`src/rtl/spi_mem_bridge.sv`:
```
// Bridges the SPI slave's SCK-domain memory strobes into clk and runs one req/ack access per event.
// Optional ack timeout with sticky timeout_err: define SPI_MEM_BRIDGE_TIMEOUT_EN.
module spi_mem_bridge #(
    parameter int ADDR_WIDTH     = 16,
    parameter int DATA_WIDTH     = 8,
    parameter int SYNC_STAGES    = 2,
    parameter int TIMEOUT_CYCLES = 255
) (
    input  logic                  clk,
    input  logic                  reset,
    input  logic [ADDR_WIDTH-1:0] spi_addr,
    input  logic [DATA_WIDTH-1:0] spi_wdata,
    input  logic                  spi_rd,
    input  logic                  spi_wr,
    output logic [DATA_WIDTH-1:0] spi_rdata,
    output logic                  mem_req,
    output logic                  mem_wr,
    output logic [ADDR_WIDTH-1:0] mem_addr,
    output logic [DATA_WIDTH-1:0] mem_wdata,
    input  logic [DATA_WIDTH-1:0] mem_rdata,
    input  logic                  mem_ack,
    output logic                  busy,
    output logic                  overrun
`ifdef SPI_MEM_BRIDGE_TIMEOUT_EN
    ,
    output logic                  timeout_err
`endif
);

    typedef enum logic [1:0] {IDLE, REQ, LOAD} state_t;

    if (SYNC_STAGES < 2 || SYNC_STAGES > 4 || TIMEOUT_CYCLES < 1) begin : g_param_check
        $error("spi_mem_bridge: SYNC_STAGES must be 2..4 and TIMEOUT_CYCLES >= 1");
    end

    state_t                  state, state_next;
    logic [SYNC_STAGES-1:0]  rd_sync, wr_sync;
    logic                    rd_prev, wr_prev;
    logic                    rd_event, wr_event;
    logic                    pend_valid, pend_wr;
    logic [ADDR_WIDTH-1:0]   pend_addr;
    logic [DATA_WIDTH-1:0]   pend_wdata;
    logic                    start, load, req_end, push, push_wr, drop;
    logic                    timeout_hit;

    // Address/data buses are not synchronised: they are quasi-static around each strobe edge.
    always_ff @(posedge clk) begin
        if (reset) begin
            rd_sync <= '0;
            wr_sync <= '0;
            rd_prev <= 1'b0;
            wr_prev <= 1'b0;
        end else begin
            rd_sync <= {rd_sync[SYNC_STAGES-2:0], spi_rd};
            wr_sync <= {wr_sync[SYNC_STAGES-2:0], spi_wr};
            rd_prev <= rd_sync[SYNC_STAGES-1];
            wr_prev <= wr_sync[SYNC_STAGES-1];
        end
    end

    assign rd_event = rd_sync[SYNC_STAGES-1] & ~rd_prev;
    assign wr_event = ~wr_sync[SYNC_STAGES-1] & wr_prev;

    always_ff @(posedge clk) begin
        if (reset) state <= IDLE;
        else       state <= state_next;
    end

    // Write wins a same-cycle collision; the single pending slot absorbs one extra event.
    always_comb begin
        state_next = state;
        start      = 1'b0;
        load       = 1'b0;
        req_end    = 1'b0;
        push       = 1'b0;
        push_wr    = 1'b0;
        drop       = 1'b0;
        case (state)
            IDLE: begin
                if (rd_event || wr_event) begin
                    start      = 1'b1;
                    state_next = REQ;
                    push       = rd_event & wr_event;
                end
            end
            REQ: begin
                req_end = mem_ack | timeout_hit;
                if (rd_event || wr_event) begin
                    if (pend_valid) begin
                        drop = 1'b1;
                    end else begin
                        push    = 1'b1;
                        push_wr = wr_event;
                        drop    = rd_event & wr_event;
                    end
                end
                if (req_end) state_next = (pend_valid || push) ? LOAD : IDLE;
            end
            LOAD: begin
                load       = 1'b1;
                state_next = REQ;
                drop       = rd_event | wr_event;
            end
            default: state_next = IDLE;
        endcase
    end

    always_ff @(posedge clk) begin
        if (reset) begin
            mem_req    <= 1'b0;
            mem_wr     <= 1'b0;
            mem_addr   <= '0;
            mem_wdata  <= '0;
            spi_rdata  <= '0;
            pend_valid <= 1'b0;
            pend_wr    <= 1'b0;
            pend_addr  <= '0;
            pend_wdata <= '0;
            overrun    <= 1'b0;
        end else begin
            if (start) begin
                mem_req   <= 1'b1;
                mem_wr    <= wr_event;
                mem_addr  <= spi_addr;
                mem_wdata <= spi_wdata;
            end
            if (load) begin
                mem_req    <= 1'b1;
                mem_wr     <= pend_wr;
                mem_addr   <= pend_addr;
                mem_wdata  <= pend_wdata;
                pend_valid <= 1'b0;
            end
            if (req_end) begin
                mem_req <= 1'b0;
                if (!mem_wr) spi_rdata <= mem_ack ? mem_rdata : '1;
            end
            if (push) begin
                pend_valid <= 1'b1;
                pend_wr    <= push_wr;
                pend_addr  <= spi_addr;
                pend_wdata <= spi_wdata;
            end
            if (drop) overrun <= 1'b1;
        end
    end

    assign busy = (state != IDLE) | pend_valid;

`ifdef SPI_MEM_BRIDGE_TIMEOUT_EN
    localparam int CNT_RAW = $clog2(TIMEOUT_CYCLES + 1);
    localparam int CNT_W   = (CNT_RAW > 8) ? CNT_RAW : 8;

    logic [CNT_W-1:0] tmo_cnt;

    // Counter is zero on every entry to REQ because it clears in any other state.
    assign timeout_hit = (state == REQ) && !mem_ack && (tmo_cnt == CNT_W'(TIMEOUT_CYCLES - 1));

    always_ff @(posedge clk) begin
        if (reset) begin
            tmo_cnt     <= '0;
            timeout_err <= 1'b0;
        end else begin
            if (state == REQ && !mem_ack) tmo_cnt <= tmo_cnt + 1'b1;
            else                          tmo_cnt <= '0;
            if (timeout_hit) timeout_err <= 1'b1;
        end
    end
`else
    assign timeout_hit = 1'b0;
`endif

endmodule
```
`config.mk`:
```
export PLATFORM = sky130hd
export DESIGN_NAME = spi_mem_bridge
export DESIGN_NICKNAME = d
export VERILOG_FILES = /design/src/rtl/spi_mem_bridge.sv
export SDC_FILE = /design/constraint.sdc
export NUM_CORES = 1
export LEC_CHECK = 0
export CORE_ASPECT_RATIO = 1.5
export CORE_MARGIN = 5
export CORE_UTILIZATION = 56
export CTS_BUF_LIST = sky130_fd_sc_hd__clkbuf_4
export CTS_CLUSTER_SIZE = 8
export DETAILED_ROUTE_END_ITERATION = 6
export PLACE_DENSITY_LB_ADDON = 0.15
export SYNTH_ARGS = -nofsm -noshare
export SYNTH_HDL_FRONTEND = slang
export SYNTH_SLANG_ARGS = --single-unit
```
`constraint.sdc`:
```
create_clock -name clk -period 3.7 [get_ports clk]
set_input_delay 0.555 -clock clk [delete_from_list [all_inputs] [get_ports clk]]
set_output_delay 0.555 -clock clk [all_outputs]
set_load 0.01 [all_outputs]
```
Word-level counts from Yosys, hierarchy flattened
Cells that the tools add are included.

Register bits after elaboration: 69. Latch bits: 0. Memory bits (writable): 0. Memory bits (read-only): 0. Input port bits: 37. Output and inout bits: 36. Word-level logic and storage cells: 66. Memories: 0.

$add $sub $neg: 0. Multipliers: 0. Div/mod/pow operators: 0. Magnitude comparators: 0. Eq/ne operators: 4. Shift operators: 0. Mux-type cells: 30. Bitwise logic cells: 8. Reductions and logical operators: 9.

Operators with widths (number): $mux 16 (2); $mux 8 (3); $mux 1 (19); $mux 2 (3); $pmux 2 s3 (1); $reduce_bool 2->1 (3); $ne 2x2->1 const B (2); $pmux 1 s2 (2); $reduce_and 2->1 (2); $and 1x1->1 (3); $not 1->1 (3); $eq 2x1->1 const B (1); $eq 2x2->1 const B (1); $logic_not 2->1 (1); $logic_or 1x1->1 (2); $or 1x1->1 (2); $reduce_or 2->1 (1).

Longest topological paths before layout
Word-level depth: 9. Depth in mapped cells: 8. Gate-level depth less buffers: 6.

Least setup slack after synthesis
Ideal clock, no wire load.

Kind: register to register. Start: reg state[0]. End: reg mem_req. Library setup time: 115 ps. Arrival time: 1465 ps. Data required time: 3585 ps. Slack: 2121 ps. Cell stages (with the launch flop): 8. Buffers on the path: 2. Clock period less this slack: 1579 ps. Cells stage by stage: dfxtp_1 -> inv_1 -> ha_1 -> a21boi_4 -> or2_1 -> buf_6 -> buf_6 -> o21a_1.

Word-level cells in the longest chain between the ends: 3. Elaborated cells between the ends (all ways): 9. Classes of those cells: eq/ne: 2; mux: 4; reduce/logical: 3.

Ends and longest elaborated chain: start: declaration (RTL line 36) `state_t state, state_next;`; start signal: assignment (RTL line 66) `else state <= state_next;`; $eq 2x2->1 (tied with other cells) (RTL line 78) `case (state)`; $mux 1 (RTL line 78); $mux 1 (tied with other cells) (RTL line 127) `if (load) begin`; end signal: assignment (RTL line 122) `mem_req <= 1'b1;`; end signal: assignment (RTL line 128) `mem_req <= 1'b1;`; end signal: assignment (RTL line 135) `mem_req <= 1'b0;`; end: declaration (RTL line 16) `output logic mem_req,`.

Parallel ways exist; a longest one is shown, timed or not. A chain may end at the register's enable or synchronous reset.

Worst setup path after layout
Start: reg state[1]. End: reg mem_addr[2].

Word-level cells in the longest chain between the ends: 3. Elaborated cells between the ends (all ways): 6. Classes of those cells: eq/ne: 1; mux: 3; reduce/logical: 2.

Ends and longest elaborated chain: $eq 2x2->1 or $logic_not 2->1 (tied branches) (RTL line 78); $mux 1 (RTL line 78); $mux 16 or $reduce_bool 2->1 (tied branches); end signal: assignment (RTL line 124) `mem_addr <= spi_addr;`; end signal: assignment (RTL line 130) `mem_addr <= pend_addr;`; end: declaration (RTL line 18) `output logic [ADDR_WIDTH-1:0] mem_addr,`.

Parallel ways exist; a longest one is shown, timed or not.

==> flow_summary.ini <==
[detailed_routing]
detailedRoute.firstIterationViolations = 117
via_count = 2385
route.detailed.drc = 0
antenna_left = 0
drt_pass1_iterations = 4
route.detailed.wl_per_inst_um = 14.31
wl_um = 6455
viasPerCell = 5.288

[setup_path]
timing_worst_setup_path_type = reg2reg
r2r-start = state[1]$_SDFFE_PP0P_
timing.rr.end = mem_addr[2]$_SDFFE_PP0P_
worst_r2r_path_depth = 7
data_required_time_at_the_worst_endpoint_ns = 3.96
data_arrival_time_of_the_critical_path_ns = 2.62
crit_path_frequent_cell = sky130_fd_sc_hd__buf_4
critical_path.endpoint_type = flop
slowest_delay_ns = 0.54
crit_path_cell_trace = inv_1, ha_1, a21boi_4, buf_4, or2_1, buf_4, a211oi_2
worstPathMaxFanout = 25
r2r_setup_slack_ns = 1.35
critical_path.startpoint_type = flop
critical-path-slowest-cell = sky130_fd_sc_hd__or2_1

[timing]
endpoints_failing_setup = 0
final_hold_viol_count = 0
timing.hold.ws_ns = 0.4512
post-route-min-period_ns = 2.351
maxClockFrequency_ghz = 0.4254
clock_tree_skew_after_final_layout_ns = 0.01504
rsz0062_at_grt = no
worst_slew_pin_slew_ns = 0.8669
timing.slew.headroom = 0.4221
maxSlewViolCount = 0
timing.setup.tns_ns = 0
final.period_utilization = 0.6354

[cts]
cts.hold.buffers_added = 0
htreeDepth = 3
worstSkewPairLatency_ns = 0.41
clkSlewWorstSetupHoldPaths_ns = 0.11
tritoncts_clock_tree = yes
cts.path.max_buffers = 2
postcts_setup_bufs = 0
cts_inserted_buffers = 9
clock-root-buffer = sky130_fd_sc_hd__clkbuf_4
cts.sink_count = 69
post_cts_resize_count = 0

[global_routing]
antenna_found_initial = 0
first_pass_grt_wire_length_um = 10750
first_global_vias = 2360
gr-usage-all-layers = 0.1859
grt_start_max_net_pins = 55
gr-total-overflow = 0

[yosys]
post_synth_instance_area_um2 = 3162
synthDistinctLibCells = 31
post_synth_main_area_contributors = sky130_fd_sc_hd__dfxtp_1 44%, sky130_fd_sc_hd__mux2i_1 15%, sky130_fd_sc_hd__nand2b_1 10%
synth_sequential_area_ratio = 0.4369
post_synth_inst_count = 313
post_synth.cell_area_avg_um2 = 10.10
yosysTopAreaCell = sky130_fd_sc_hd__dfxtp_1
yosysTopAreaCellShare = 0.4369
synth.yosys.warnings = 0
synth-seq-cells = 69
synth_fp_nets = 354

[placed_design]
dpl-instance-area_um2 = 3850
port_buffer_count = 72
place_hpwl_um = 4438
post_placement_cell_count = 435
gp_congestion = 0.7812

[floorplanning]
die_y_um = 102.0
number_of_primary_i_o_pins = 73
floorplan.die_area_um2 = 7279
core-area_um2 = 5492
num_rows = 33
fp.dieW_um = 71.35
floorplan.initialDensity = 0.5758

[layout]
sequential_cell_area_um2 = 1381
layout-drive-gt1-share = 0.1129
antennaDiodeCount = 0
final_design_area_no_fill_um2 = 3955
multi_input_comb_area_um2 = 1617
mostFrequentLayoutCell = sky130_fd_sc_hd__clkdlybuf4s50_1
filler_cell_count_in_the_final_layout = 419
num-nets-final = 417
final_standard_cell_count_with_taps_included_and_fillers_excluded = 451
area_growth_pct = 25.09
final_cell_mix = 71 x sky130_fd_sc_hd__clkdlybuf4s50_1, 69 x sky130_fd_sc_hd__dfxtp_1, 51 x sky130_fd_sc_hd__nand2b_1

[power]
cell_internal_pwr_mw = 1.187
maximum_vdd_drop_v = 0.0002818
share_comb_of_total_power = 0.265
leakagePower_nw = 1.496
power.share.sequential = 0.501
power_per_cell_area_nw_per_um2 = 428.7
p_sw_frac = 0.2997
net-switching-power_mw = 0.5083
power_frac_clock = 0.234
p_total_mw = 1.696

[flow_run]
timing.max_cap.violations = 0

[worst_hold_path]
whs_path_depth = 1
timing.hold.worst.start = wr_sync[0]$_SDFF_PP0_
min_to = wr_sync[1]$_SDFF_PP0_
min-delay-path-class = reg2reg

[outcome]
outcome = finished clean
## final cells by class
type,instances,share of cell area
Tap cell,70,0.02214
Inverter,3,0.002847
Multi-Input combinational cell,216,0.4087
Clock buffer,10,0.01898
Timing Repair Buffer,77,0.1904
Sequential cell,69,0.3493
Clock inverter,6,0.007593
## worst max-delay path by stage
stage	start	end	slack, ns	depth (start not counted)
global route	state[1]$_SDFFE_PP0P_	mem_addr[0]$_SDFFE_PP0P_	1.14	7
floorplan	state[0]$_SDFFE_PP0P_	mem_req$_SDFFE_PP0P_	2.12	7
finish	state[1]$_SDFFE_PP0P_	mem_addr[2]$_SDFFE_PP0P_	1.35	7
CTS	state[1]$_SDFFE_PP0P_	mem_addr[2]$_SDFFE_PP0P_	1.32	7
detailed placement	state[1]$_SDFFE_PP0P_	mem_addr[2]$_SDFFE_PP0P_	1.34	7
global placement	state[0]$_SDFFE_PP0P_	mem_addr[5]$_SDFFE_PP0P_	1.43	7
## logic make-up after synthesis
kind of cell / count (synthesis) / synth area share
compound gates: 48 / 0.1373
fa+ha+maj: 4 / 0.01583
buf+inv: 28 / 0.05302
flops: 69 / 0.4369
mux: 48 / 0.1520
simple gates: 116 / 0.2050
## cells in the mapped netlist
cell and n:
sky130_fd_sc_hd__inv_1 3, sky130_fd_sc_hd__clkbuf_1 10, sky130_fd_sc_hd__o2bb2ai_1 1, sky130_fd_sc_hd__ha_1 4, sky130_fd_sc_hd__buf_2 5, sky130_fd_sc_hd__nor2b_1 9
sky130_fd_sc_hd__nand2_1 19, sky130_fd_sc_hd__buf_4 3, sky130_fd_sc_hd__buf_1 1, sky130_fd_sc_hd__o41ai_1 1, sky130_fd_sc_hd__a211oi_1 6, sky130_fd_sc_hd__a31oi_1 1
sky130_fd_sc_hd__a21boi_4 1, sky130_fd_sc_hd__or2_1 2, sky130_fd_sc_hd__a221oi_1 1, sky130_fd_sc_hd__nand2b_1 51, sky130_fd_sc_hd__mux2i_1 48, sky130_fd_sc_hd__o21a_1 2
sky130_fd_sc_hd__dfxtp_1 69, sky130_fd_sc_hd__a21oi_1 12, sky130_fd_sc_hd__a32o_1 1, sky130_fd_sc_hd__nand2b_2 1, sky130_fd_sc_hd__nor3_1 25, sky130_fd_sc_hd__nor2_1 5
sky130_fd_sc_hd__nand2b_4 1, sky130_fd_sc_hd__o21ai_1 1, sky130_fd_sc_hd__nand3b_1 1, sky130_fd_sc_hd__o21ai_0 2, sky130_fd_sc_hd__buf_6 6, sky130_fd_sc_hd__and2b_1 2
sky130_fd_sc_hd__a211oi_2 19
## worst max-delay path, delay by kind of cell (launching register included)
kind	cells	cell delay [ns]
fa+ha+maj	1	0.27
flops	1	0.35
compound gates	2	0.31
buf+inv	3	0.74
simple gates	1	0.54
## flip-flops by register name, indices dropped and copies added, names as in the netlist, 2 cells and up
register / flops
pend_addr: 16
mem_addr: 16
state: 2
rd_sync: 2
pend_wdata: 8
spi_rdata: 8
wr_sync: 2
mem_wdata: 8
## through the flow
step / setup WS [ns] / utilization
2_1_floorplan: 2.121 / -
3_3_place_gp: 1.427 / 0.7011
3_5_place_dp: 1.340 / 0.7011
4_1_cts: 1.319 / 0.7202
5_1_grt: 1.144 / 0.7202
6_report: 1.349 / 0.7202
## power groups by stage
stage                     combinational, mW  sequential (mW)  clock [mW]
after floorplan                       0.258            0.882           0
final                                 0.449            0.850       0.397
after global routing                  0.491            0.859       0.443
after detailed placement              0.454            0.867           0
after CTS                             0.455            0.851       0.401
after global placement                0.444            0.865           0
## per-layer routing
metal | global-route usage | vias to the layer above | share of wire
met1 | 0.2207 | 1101 | 0.44
li1 | - | 1212 | -
met3 | 0.06004 | 9 | 0.062
met5 | 0 | - | 0
met2 | 0.3166 | 63 | 0.49
met4 | 0.06078 | 0 | 0.013
No activity file was read; power rests on OpenSTA's default activity.
